<file path="src/rtl/test_mon_pkg.sv">
// Shared constants for the bus write monitor: default widths and FSM encoding.
package test_mon_pkg;

  localparam int DEF_ADDR_W = 32;
  localparam int DEF_DATA_W = 32;
  localparam int DEF_DEPTH  = 8;
  localparam int DEF_TO_W   = 16;

  localparam logic [1:0] ST_IDLE = 2'd0;
  localparam logic [1:0] ST_RUN  = 2'd1;
  localparam logic [1:0] ST_PASS = 2'd2;
  localparam logic [1:0] ST_FAIL = 2'd3;

  function automatic logic [7:0] sat_inc8(input logic [7:0] v);
    return (v == 8'hff) ? v : v + 8'd1;
  endfunction

endpackage

</file>
<file path="src/rtl/test_monitor_exp_table.sv">
// Expected-write table: one synchronous write port, one combinational read port.
// Contents are intentionally not reset.
module exp_table
  import test_mon_pkg::*;
#(
  parameter int ADDR_W = DEF_ADDR_W,
  parameter int DATA_W = DEF_DATA_W,
  parameter int DEPTH  = DEF_DEPTH,
  localparam int IDX_W = $clog2(DEPTH),
  localparam int ENT_W = 1 + ADDR_W + DATA_W
) (
  input  logic              ph1,
  input  logic              we,
  input  logic [IDX_W-1:0]  widx,
  input  logic              wany,
  input  logic [ADDR_W-1:0] waddr,
  input  logic [DATA_W-1:0] wdata,
  input  logic [IDX_W-1:0]  ridx,
  output logic              rany,
  output logic [ADDR_W-1:0] raddr,
  output logic [DATA_W-1:0] rdata
);

  logic [ENT_W-1:0] mem [DEPTH];

  always_ff @(posedge ph1) begin
    if (we) mem[widx] <= {wany, waddr, wdata};
  end

  assign {rany, raddr, rdata} = mem[ridx];

endmodule

</file>
<file path="config.mk">
export PLATFORM = sky130hd
export DESIGN_NAME = exp_table
export DESIGN_NICKNAME = d
export VERILOG_FILES = /design/src/rtl/test_mon_pkg.sv /design/src/rtl/test_monitor_exp_table.sv
export SDC_FILE = /design/constraint.sdc
export NUM_CORES = 1
export LEC_CHECK = 0
export CAP_MARGIN = 10
export CORE_MARGIN = 2
export CORE_UTILIZATION = 35
export CTS_BUF_LIST = sky130_fd_sc_hd__clkbuf_8
export CTS_CLUSTER_SIZE = 20
export DETAILED_ROUTE_END_ITERATION = 8
export GPL_TIMING_DRIVEN = 0
export HOLD_SLACK_MARGIN = 0.12
export PLACE_DENSITY = 0.62
export SKIP_CTS_REPAIR_TIMING = 1
export SLEW_MARGIN = 20
export SYNTH_ARGS = -nofsm -noshare
export SYNTH_HDL_FRONTEND = slang
export SYNTH_SLANG_ARGS = --single-unit
</file>
<file path="constraint.sdc">
create_clock -name ph1 -period 10.33 [get_ports ph1]
set_input_delay 3.099 -clock ph1 [delete_from_list [all_inputs] [get_ports ph1]]
set_output_delay 3.099 -clock ph1 [all_outputs]
set_load 0.03 [all_outputs]
</file>
After elaboration in Yosys (flattened, before gate mapping)
Memories as Yosys holds them, arrays and structs flattened.
Index checks and enable logic that the tools add are counted.
{"block": "totals", "regBits": 0, "latch_bits": 0, "mem_bits_rw": 520, "romBits": 0, "input_bits": 73, "out_inout_bits": 65, "elab_cells": 3, "memories": 1}
{"name": "mem", "words": 8, "word_bits": 65, "rd": 1, "rd_clocked_by_memory_dff": 0, "wr": 1, "line": "test_monitor_exp_table.sv:24", "source": "logic [ENT_W-1:0] mem [DEPTH];"}
{"block": "classes", "addsub": 0, "multipliers": 0, "div_mod_pow": 0, "magnitude_cmp": 0, "n_eq_ne": 0, "shifts": 0, "n_mux": 2, "n_bitwise": 0, "n_reduce_logical": 0}
{"op": "1-bit 2-to-1 mux", "n": 2}

Depth between registers and ports, before layout
{"block": "depth", "depth_word": 2, "mapped_depth": 5, "depth_no_buf": 2}

Worst setup path after synthesis
No wires, ideal clock.
{"block": "synth_path", "kind": "input to register", "startpoint": "input port widx[2]", "endpoint": "memory mem[0][0] (netlist name), enable pin", "setup_time_ps": 569, "t_arrival_ps": 7696, "required_ps": 9761, "path_slack_ps": 2065, "cell_stages": 2, "n_path_buf": 0, "cell_sequence": "nand2b_1 > nor3_1"}
{"item": "from (decl)", "line": "test_monitor_exp_table.sv:14", "source": "input logic [IDX_W-1:0] widx,"}
{"item": "to (decl)", "line": "test_monitor_exp_table.sv:24"}
No word-level cell before the write port.

Final worst setup path
{"block": "layout_path", "startpoint": "input port ridx[1]", "endpoint": "output port raddr[28]"}
{"block": "layout_between", "elab_chain_cells": 1}
{"item": "from (decl)", "line": "test_monitor_exp_table.sv:18", "source": "input logic [IDX_W-1:0] ridx,"}
{"item": "memory read 8 x 65 bit"}
{"item": "to (decl)", "line": "test_monitor_exp_table.sv:20", "source": "output logic [ADDR_W-1:0] raddr,"}
No other way between the ends.

==> impl_metrics.yaml <==
die:
  num_rows: 86
  io_pins: 138
  dieHeight_um: 240
  die-area_mm2: 0.0578
  initial_core_util_pct: 35.4
  die_w_um: 240
  coreArea_mm2: 0.0552
placement:
  dp_hpwl_um: 27000
  port_buffers: 134
  preCtsSetupSlack_ps: 1660
  gp_congestion: 0.674
timing:
  min_period_over_period_pct: 82.9
  rsz0062_at_grt: "false"
  hold_violations: 0
  worst_slack_ps: 1770
  worst_pin_slew_ps: 843
  max_freq_mhz: 117
  slew_headroom_pct: 43.8
  setup_viol: 0
  min_period_ps: 8560
  drv_slew: 0
route:
  wl_met3_um: 2430
  met1_length_um: 18500
  vias: 8874
  first_pass_iters: 4
  dr_wl_met2_um: 19900
  top_layer: "met5"
  vias_per_cell: 4.86
  routedWlPerCell_um: 22.8
  ant_nets: 0
  drt_first_iter_violations: 593
  drc: 0
  routed_wl_um: 41600
logic_synthesis:
  synth_top_area_cell: "edfxtp_1"
  syn_avg_cell_area_um2: 25.6
  syn_inst: 764
  synth_area_leaders: "edfxtp_1 (80%), mux4_2 (15%), mux2_2 (3.7%)"
  syn-num-nets: 837
  yosysTopAreaCellShare_pct: 79.8
  yosysWarnings: 0
  ys_seq_area_share_pct: 79.8
  ys_types: 11
  synth-seq-cells: 520
  syn_area_mm2: 0.0196
finish:
  n_antenna_cell: 0
  areaGrowthSynthToFinish_pct: 22.4
  largest_reg_flops: 520
  drive_gt1_share_pct: 32.6
  fillers: 4725
  fin_util_pct: 43.4
  final_nets: 1097
  reg.largest.list: "mem (520)"
  top_register: "mem"
global_route:
  grt_pass1_vias: 9605
  grt_pass1_wl_um: 61600
  grt_max_degree: 21
  grtUsageTotal_pct: 14.8
  grt_antenna_before_repair: 6
  overflow: 0
critical_path:
  crit_type: "primary input to primary output"
  required_ps: 7230
  setup.worst_path.end_class: "primary output"
  cp_max_fo: 10
  crit_path_start_kind: "primary input"
  crit_arrival_ps: 5460
hold_path:
  worstHoldPathCells: 1
  hold_path.class: "primary input to flop"
  worstHoldStart: "waddr[10]"
  worstHoldEndpoint: "mem[4][42]$_DFFE_PP_"
clocking:
  root_buffer: "clkbuf_8"
  clk_pin_slew_ps: 60
  cts_tree: "done"
  cts-htree-levels: 3
  clock-sinks: 520
  cts_buffers: 82
  cts_buffer_depth: 3
power:
  ir_drop_v: 0.0000855
  power_leakage_uw: 0.00760
  p_per_area_mw_per_mm2: 179
run:
  maxCapViolations: 0
outcome:
  outcome: "completed"
==> cell usage in the layout, fill, tap and decap left out, drive strengths merged <==
master	netlist	final
nor3	2	2
clkinv	0	23
clkdlybuf4s50	0	134
inv	0	30
nand2	2	2
edfxtp	520	520
nand2b	3	3
clkinvlp	0	1
nor2	6	6
buf	25	67
mux4	130	130
mux2	65	65
clkbuf	11	95
==> how the worst max path moves through the flow <==
stage	startpoint	endpoint	slack [ps]	cells after the start
floorplan	widx[2]	mem[0][0]$_DFFE_PP_	2070	2
global placement	we	mem[4][20]$_DFFE_PP_	-3120	3
detailed placement	ridx[1]	raddr[3]	1660	4
CTS	ridx[1]	raddr[3]	1640	4
global route	ridx[1]	raddr[5]	1640	4
finish	ridx[1]	raddr[28]	1770	4
==> metrics by stage <==
step / instances / TNS [ps] / hold WS [ps] / area [µm²] / total power (µW)
3_3_place_gp: 1646 / -401480 / 3830 / 21800 / 2810
5_1_grt: 1826 / 0 / 3160 / 23900 / 4440
2_1_floorplan: 764 / 0 / 3200 / 19600 / 2650
4_1_cts: 1826 / 0 / 3130 / 23900 / 4340
3_5_place_dp: 1688 / 0 / 3840 / 22600 / 2830
6_report: 1826 / 0 / 3190 / 23900 / 4280
==> cell usage after synthesis <==
| cell | number |
|---|---|
| buf_1 | 10 |
| clkbuf_1 | 11 |
| nor2_1 | 6 |
| mux2_2 | 65 |
| nor3_1 | 2 |
| nand2b_1 | 3 |
| nand2_1 | 2 |
| mux4_2 | 130 |
| buf_6 | 11 |
| buf_2 | 4 |
| edfxtp_1 | 520 |
==> metal layers <==
layer,vias to the layer above,global-route usage [%]
met5,-,0
met4,10,4.23
met3,73,4.35
met2,229,23.3
met1,4720,20.0
li1,3842,-
==> critical path, cell delays in order <==
cell and delay (ps):
clkbuf_1 580, clkbuf_1 710, mux2_2 440, clkdlybuf4s50_1 620
==> report_power, final <==
group	total, µW	switching [µW]	internal (µW)
clock	1500	753	747
sequential	2410	13.8	2390
combinational	368	194	174
total	4280	960	3320
==> logic make-up (layout without fill, tap and decap cells) <==
kind of cell / after synthesis / count (layout) / synth area share (%)
flip-flops: 520 / 520 / 79.8
multiplexers: 195 / 195 / 18.7
buffers and inverters: 36 / 350 / 1.14
AND/OR/NAND/NOR: 13 / 13 / 0.301
==> final cells by class <==
class	instances	area (µm²)	share of cell area [%]
clock buffers	84	1160	4.83
clock inverters	54	218	0.909
well taps	748	936	3.91
repair buffers	176	2020	8.45
multi-input cells	208	3770	15.8
plain buffers	36	223	0.930
flip-flops and latches	520	15600	65.2
No activity file was read; power rests on OpenSTA's default activity.
